$ cat src/rtl/eth1_cfg_target.sv
`timescale 1ns/1ps
`default_nettype none
// ============================================================================
// Module   : eth1_cfg_target
// Brief    : Ethernet MAC config-register target with settle-delayed writes.
// Revision : 1.0
// ============================================================================
module eth1_cfg_target #(
    parameter int SETTLE_CYCLES = 4
) (
    input  logic        clk_hifreq,
    input  logic        rst_n,
    input  logic        wren,
    input  logic [7:0]  reg_addr,
    input  logic [31:0] data_in,
    output logic        busy,
    input  logic        err_clr,
    output logic        err_addr,
    output logic        err_ovr,
    input  logic [7:0]  rd_addr,
    output logic [31:0] rd_data,
    output logic [47:0] mac_addr,
    output logic        tx_en,
    output logic        rx_en,
    output logic        promisc,
    output logic        loopback,
    output logic [7:0]  ifg,
    output logic [13:0] mtu,
    output logic        cfg_update
);

    localparam logic [3:0]  C_SETTLE_LAST = 4'(SETTLE_CYCLES - 1);
    localparam logic [7:0]  C_IFG_RST     = 8'd12;
    localparam logic [13:0] C_MTU_RST     = 14'd1518;

    typedef enum logic [1:0] {
        S_IDLE    = 2'd0,
        S_CAPTURE = 2'd1,
        S_SETTLE  = 2'd2,
        S_DONE    = 2'd3
    } state_t;

    state_t      r_state_q,       w_state_d;
    logic [3:0]  r_cnt_q,         w_cnt_d;
    logic [7:0]  r_sh_addr_q,     w_sh_addr_d;
    logic [31:0] r_sh_data_q,     w_sh_data_d;
    logic        r_busy_q,        w_busy_d;
    logic        r_cfg_update_q,  w_cfg_update_d;
    logic        r_err_addr_q,    w_err_addr_d;
    logic        r_err_ovr_q,     w_err_ovr_d;
    logic [31:0] r_rd_data_q,     w_rd_data_d;
    logic [31:0] r_mac_lo_q,      w_mac_lo_d;
    logic [15:0] r_mac_hi_q,      w_mac_hi_d;
    logic [3:0]  r_ctrl_q,        w_ctrl_d;
    logic [7:0]  r_ifg_q,         w_ifg_d;
    logic [13:0] r_mtu_q,         w_mtu_d;
    logic [31:0] r_scratch_q,     w_scratch_d;
    logic        w_addr_evt;

    always_comb begin
        w_state_d   = r_state_q;
        w_cnt_d     = r_cnt_q;
        w_sh_addr_d = r_sh_addr_q;
        w_sh_data_d = r_sh_data_q;
        w_mac_lo_d  = r_mac_lo_q;
        w_mac_hi_d  = r_mac_hi_q;
        w_ctrl_d    = r_ctrl_q;
        w_ifg_d     = r_ifg_q;
        w_mtu_d     = r_mtu_q;
        w_scratch_d = r_scratch_q;
        w_addr_evt  = 1'b0;

        case (r_state_q)
            S_IDLE: begin
                if (wren) begin
                    w_sh_addr_d = reg_addr;
                    w_sh_data_d = data_in;
                    w_state_d   = S_CAPTURE;
                end
            end
            S_CAPTURE: begin
                if (r_sh_addr_q <= 8'h05) begin
                    w_state_d = S_SETTLE;
                    w_cnt_d   = 4'd0;
                end else begin
                    w_state_d  = S_IDLE;
                    w_addr_evt = 1'b1;
                end
            end
            S_SETTLE: begin
                if (r_cnt_q == C_SETTLE_LAST) begin
                    w_state_d = S_DONE;
                    // Live register changes on the same edge that enters DONE.
                    case (r_sh_addr_q)
                        8'h00:   w_mac_lo_d  = r_sh_data_q;
                        8'h01:   w_mac_hi_d  = r_sh_data_q[15:0];
                        8'h02:   w_ctrl_d    = r_sh_data_q[3:0];
                        8'h03:   w_ifg_d     = r_sh_data_q[7:0];
                        8'h04:   w_mtu_d     = r_sh_data_q[13:0];
                        8'h05:   w_scratch_d = r_sh_data_q;
                        default: ;
                    endcase
                end else begin
                    w_cnt_d = r_cnt_q + 4'd1;
                end
            end
            default: begin
                w_state_d = S_IDLE;
            end
        endcase

        w_busy_d       = (w_state_d != S_IDLE);
        w_cfg_update_d = (w_state_d == S_DONE);

        // A new error event beats a simultaneous clear.
        w_err_addr_d = w_addr_evt | (r_err_addr_q & ~err_clr);
        w_err_ovr_d  = (wren & r_busy_q) | (r_err_ovr_q & ~err_clr);

        case (rd_addr)
            8'h00:   w_rd_data_d = r_mac_lo_q;
            8'h01:   w_rd_data_d = {16'd0, r_mac_hi_q};
            8'h02:   w_rd_data_d = {28'd0, r_ctrl_q};
            8'h03:   w_rd_data_d = {24'd0, r_ifg_q};
            8'h04:   w_rd_data_d = {18'd0, r_mtu_q};
            8'h05:   w_rd_data_d = r_scratch_q;
            default: w_rd_data_d = 32'd0;
        endcase
    end

    always_ff @(posedge clk_hifreq or negedge rst_n) begin
        if (!rst_n) begin
            r_state_q      <= S_IDLE;
            r_cnt_q        <= 4'd0;
            r_sh_addr_q    <= 8'd0;
            r_sh_data_q    <= 32'd0;
            r_busy_q       <= 1'b0;
            r_cfg_update_q <= 1'b0;
            r_err_addr_q   <= 1'b0;
            r_err_ovr_q    <= 1'b0;
            r_rd_data_q    <= 32'd0;
            r_mac_lo_q     <= 32'd0;
            r_mac_hi_q     <= 16'd0;
            r_ctrl_q       <= 4'd0;
            r_ifg_q        <= C_IFG_RST;
            r_mtu_q        <= C_MTU_RST;
            r_scratch_q    <= 32'd0;
        end else begin
            r_state_q      <= w_state_d;
            r_cnt_q        <= w_cnt_d;
            r_sh_addr_q    <= w_sh_addr_d;
            r_sh_data_q    <= w_sh_data_d;
            r_busy_q       <= w_busy_d;
            r_cfg_update_q <= w_cfg_update_d;
            r_err_addr_q   <= w_err_addr_d;
            r_err_ovr_q    <= w_err_ovr_d;
            r_rd_data_q    <= w_rd_data_d;
            r_mac_lo_q     <= w_mac_lo_d;
            r_mac_hi_q     <= w_mac_hi_d;
            r_ctrl_q       <= w_ctrl_d;
            r_ifg_q        <= w_ifg_d;
            r_mtu_q        <= w_mtu_d;
            r_scratch_q    <= w_scratch_d;
        end
    end

    assign busy       = r_busy_q;
    assign cfg_update = r_cfg_update_q;
    assign err_addr   = r_err_addr_q;
    assign err_ovr    = r_err_ovr_q;
    assign rd_data    = r_rd_data_q;
    assign mac_addr   = {r_mac_hi_q, r_mac_lo_q};
    assign tx_en      = r_ctrl_q[0];
    assign rx_en      = r_ctrl_q[1];
    assign promisc    = r_ctrl_q[2];
    assign loopback   = r_ctrl_q[3];
    assign ifg        = r_ifg_q;
    assign mtu        = r_mtu_q;

endmodule
`default_nettype wire

$ cat config.mk
export PLATFORM = sky130hd
export DESIGN_NAME = eth1_cfg_target
export DESIGN_NICKNAME = d
export VERILOG_FILES = /design/src/rtl/eth1_cfg_target.sv
export SDC_FILE = /design/constraint.sdc
export NUM_CORES = 1
export LEC_CHECK = 0
export CAP_MARGIN = 20
export CORE_MARGIN = 5
export CORE_UTILIZATION = 40
export DETAILED_ROUTE_END_ITERATION = 16
export GPL_ROUTABILITY_DRIVEN = 0
export GPL_TIMING_DRIVEN = 0
export MAX_ROUTING_LAYER = met4
export PLACE_DENSITY = 0.65
export SLEW_MARGIN = 10
export SYNTH_ARGS = -nofsm -noshare
export SYNTH_HDL_FRONTEND = slang
export SYNTH_SLANG_ARGS = --single-unit
$ cat constraint.sdc
create_clock -name clk_hifreq -period 6 [get_ports clk_hifreq]
set_input_delay 1.8 -clock clk_hifreq [delete_from_list [all_inputs] [get_ports clk_hifreq]]
set_output_delay 1.8 -clock clk_hifreq [all_outputs]
set_load 0.005 [all_outputs]
======== Word-level counts from Yosys, hierarchy flattened ========
Cells that the tools add are included.
storage, ports and cells
  flip-flop bits (word level) ............. 188
  input port bits ......................... 52
  output and inout bits ................... 110
  logic and storage cells ................. 62
cells by class
  $add $sub $neg .......................... 1
  magnitude comparators ................... 1
  eq/ne operators ......................... 16
  multiplexer cells ....................... 10
  bitwise gates (word level) .............. 6
  reduce and logical (&&, ||, !) cells .... 13
operators by type and width
  cell                 count
  $pmux 32 s6          1
  $eq 8x2->1 const B   4
  $eq 8x3->1 const B   4
  $reduce_and 3->1     7
  $eq 8x1->1 const B   2
  $logic_not 8->1      2
  $le 8x3->1 const B   1
  $mux 4               2
  $pmux 4 s2           1
  $mux 2               3
  $pmux 2 s3           1
  $add 4x1->4 const B  1
  $eq 2x2->1 const B   2
  $eq 4x2->1 const B   1
  $ne 2x2->1 const B   2
  $reduce_bool 2->1    2
  $and 1x1->1          3
  $eq 2x1->1 const B   1
  $logic_not 2->1      1
  $mux 1               2
  $or 1x1->1           2
  $reduce_and 2->1     1
  $not 1->1            1

======== Depth between registers and ports, before layout ========
  depth after elaboration ................. 4
  mapped depth ............................ 6
  gate-level depth less buffers ........... 5

======== Worst setup path before layout ========
No wires, ideal clock.
  path kind ............................... input -> register
  start ................................... in rd_addr[5]
  end ..................................... reg r_rd_data_q[17] (netlist: rd_data[17])
  library setup time ...................... 0.065 ns
  arrival time ............................ 3.584 ns
  data required time ...................... 5.935 ns
  path slack .............................. 2.351 ns
  stages on the path ...................... 6
  path buffers ............................ 2
  cells stage by stage .................... or4_1 -> clkbuf_1 -> or4_1 -> nor2_1 -> buf_2 -> a22o_1
between the ends
  word-level cells in the longest chain between the ends .. 2
  elaborated cells between the ends (all ways) .. 7
  those cells by class .................... eq/ne (5); mux (1); reduce/logical (1)
RTL lines
  item                                      line  source
  start: declaration                        20    input logic [7:0] rd_addr,
  $eq 8x3->1, or another cell as far along  119   case (rd_addr)
  $pmux 32 s6 (*)                           119
  net w_rd_data_d[17]                       51    logic [31:0] r_rd_data_q, w_rd_data_d;
  end signal: assignment                    156   r_rd_data_q <= w_rd_data_d;
  end: declaration                          51
The timed path passes the listed nets; every way through them passes the cells marked *.
A chain may end at the register's enable or synchronous reset.

======== Worst setup path in the final report ========
  start ................................... in rd_addr[5]
  end ..................................... reg r_rd_data_q[31] (netlist: rd_data[31])
The elaborated chain is that of the path after synthesis.

==> reports/metrics.yaml <==
final_cells: 925
post_synth_fa_ha_maj_area_fraction_pct: 0.166
leakagePower_nw: 4.56
post-route-period-util_pct: 71.2
placed_cells: 892
io-pin-count: 162
final_period_minus_worst_setup_slack_ps: 4270
hold_violations: 0
power.share.sequential_pct: 50.6
initial_core_util_pct: 40.4
cts_max_path_buffers: 2
fill_cells: 1564
finalSetupViolations: 0
grt_overflow: 0
detail_route.vias_per_cell: 5.16
grt.total_usage_pct: 18.1
outcome: "complete, no violations"
die_height_um: 147
post_synthesis_share_of_cell_area_spent_on_and_or_nand_and_nor_gates_pct: 4.69
path_common_cell: "or4_1"
initial_antenna_violation_count: 0
synth_top_family_by_area: "multiplexers"
dieArea_sq_mm: 0.0217
cts_repair_resize_count: 0
cts_inserted_buffers: 17
cts.repair_timing.setup_buffer_count: 0
setup_ws_ps: 1730
cts_root_buf: "clkbuf_16"
drt.antenna.violating_nets: 0
switching_power_mw: 0.679
drt_first_iter_violations: 234
holdBufCountCts: 0
worstPathMaxFanout: 10
clkSlewWorstSetupHoldPaths_ps: 70
pwr_density_cell_mw_per_mm2: 277
synth_compound_gate_area_share_pct: 5.38
edff_count_synth: 0
largest_net_degree_at_the_start_of_global_routing: 113
critPathMaxStageDelay_ps: 570
synth_ff_type: "dfrtp_1"
grt_first_pass_wirelength_um: 29500
placeableCoreArea_sq_mm: 0.0186
post_synth_most_frequent_cells: "178 x dfrtp_1, 139 x mux2_2, 21 x nand2_1"
io_buffer_count: 160
syn-mean-instance-area_sq_um: 15.2
cp_cell_sequence: "clkdlybuf4s50_1, or4_1, clkbuf_1, or4_1, nor2_1, buf_2, a22o_1"
hpwlAfterDp_um: 12900
fraction_of_synthesized_area_in_multiplexers_pct: 25.2
synth.cell_area_sq_mm: 0.00753
worstMarginPinSlew_ps: 926
crit_required_ps: 6370
timing.hold.ws_ps: 474
dieWidth_um: 147
slew_violations: 0
power.clock.fraction_pct: 41.1
fin_util_pct: 54.1
netlist_instances: 497
count_leader_synth: "dfrtp_1"
yosys_register_bits: 188
ys_async_sr_fraction_pct: 100
synth_top_cells_by_area: "dfrtp_1 59%, mux2_2 21%, dfstp_2 3.5%"
cp-end-kind: "flip-flop"
drive_above_1_share_pct: 30.0
drc: 0
fin_worst_skew_ps: 8.66
worst_setup_path_start_kind: "primary input"
synth_largest_type_area_fraction_pct: 59.1
synth_seq_area_share_pct: 62.6
syn_to_final_growth_pct: 33.8
ir_worst_vdd_mv: 0.191
share_comb_of_total_power_pct: 8.3
worstSetupPathType: "in2reg"
synth_cell_types: 43
totalPowerFinal_mw: 2.79
dp_slack_ps: 1220
critical_path.slowest_cell: "nor2_1"
timing.fmax_ghz: 0.234
critPathTopFamily: "simple AND/OR/NAND/NOR gates"
cts_tree: "built"
intPower_mw: 2.12
grt_pass1_vias: 5193
worst-endpoint-arrival_ps: 4640
synthXorXnorAreaFrac_pct: 0.116
worst_hold_path_type: "reg2reg"
drt-wirelength-per-cell_um: 19.9
crit_buf_inv: 3
yosys_warnings: 0
power.share.switching_pct: 24.3
detailroute.via_count: 4774
detailedRoute.firstPassIterationCount: 4
row_count: 50
clock_sinks: 188
layout.nets: 731
timing.max_cap.violations: 0
totalWireLength_um: 18400
clock_insertion_delay_worst_skew_ps: 430
htreeDepth: 4
maxSlewHeadroom_pct: 37.4
postSynthNetCount: 550
dominant_cell_type_by_area_after_synthesis: "dfrtp_1"
rsz0062_at_grt: "false"
antennaDiodeCount: 0
## layout make-up
type                    count  area (sq um)  area share (%)
inverters                   3          11.3           0.112
well taps                 234           293            2.90
clock inverters            13           156            1.55
clock buffers              19           453            4.49
repair buffers            162          1650            16.3
flip-flops and latches    188          4720            46.8
plain buffers              27           126            1.25
multi-input cells         279          2680            26.6
## per-stage QoR
| stage | cell area [sq um] | setup TNS [ps] |
|---|---|---|
| after floorplan | 7530 | 0 |
| after global placement | 9430 | -778860 |
| after detailed placement | 9460 | 0 |
| after CTS | 10100 | 0 |
| after global routing | 10100 | 0 |
| final | 10100 | 0 |
## power groups by stage
stage	Clock [mW]	Sequential [mW]	Combinational, mW
after floorplan	0	1.41	0.134
after global placement	0	1.43	0.222
after detailed placement	0	1.44	0.236
after CTS	1.18	1.41	0.237
after global routing	1.24	1.43	0.256
final	1.15	1.41	0.231
## tightest hold or removal path, stage by stage (launching register included)
cell     delay [ps]
dfrtp_1         340
nand2_1          50
nand2_1          50
## sequential cells by signal, indices dropped and copies added, names as in the netlist, 2 cells and up
| name | flops |
|---|---|
| ifg | 8 |
| mtu | 14 |
| r_cnt_q | 4 |
| r_ctrl_q | 4 |
| r_mac_hi_q | 16 |
| r_mac_lo_q | 32 |
| r_scratch_q | 32 |
| r_sh_addr_q | 8 |
| r_sh_data_q | 32 |
| r_state_q | 2 |
| rd_data | 32 |
## cells by family after synthesis
group | count (synthesis)
xor gates and xnor gates | 1
and+or+nand+nor | 55
DFF | 188
AOI/OAI and AO/OA | 55
adders and majority gates | 1
muxes | 167
buffers and inverters | 30
## final timing paths
check                                                 from                          end  slack [ps]  depth (start not counted)
worst max-delay path                            rd_addr[5]        rd_data[31]$_DFF_PN0_        1730                          7
worst min-delay path            r_scratch_q[6]$_DFFE_PN0P_         rd_data[6]$_DFF_PN0_         470                          2
worst max register to register      r_cnt_q[0]$_DFFE_PN0P_    r_mac_hi_q[9]$_DFFE_PN0P_        3090                          6
worst min register to register  r_scratch_q[6]$_DFFE_PN0P_         rd_data[6]$_DFF_PN0_         470                          2
max in group asynchronous                            rst_n  r_scratch_q[28]$_DFFE_PN0P_        3730                          2
min in group asynchronous                            rst_n   r_sh_data_q[5]$_DFFE_PN0P_        1320                          1
## metal layers
metal / up-vias / wire length, um / GRT usage [%]
met2: 139 / 8860 / 28.2
met3: 17 / 994 / 4.63
li1: 2181 / - / -
met1: 2437 / 8330 / 23.7
met5: - / 0 / -
met4: 0 / 190 / 4.89
## cells in the final DEF (no fill, tap or decap), types with 3 or more instances in the layout
master	instances
clkinv_4	4
o221ai_1	4
clkdlybuf4s50_1	159
a22o_1	16
mux2i_1	17
mux2_4	10
nand2_1	21
mux2_2	139
o21ai_0	13
a22oi_1	14
dfstp_2	10
clkbuf_16	17
clkbuf_1	18
nor3b_1	4
buf_2	5
nand3_1	6
inv_6	3
nor2_1	5
inv_1	3
dfrtp_1	178
Note: power is estimated with default switching activity, not from simulation.
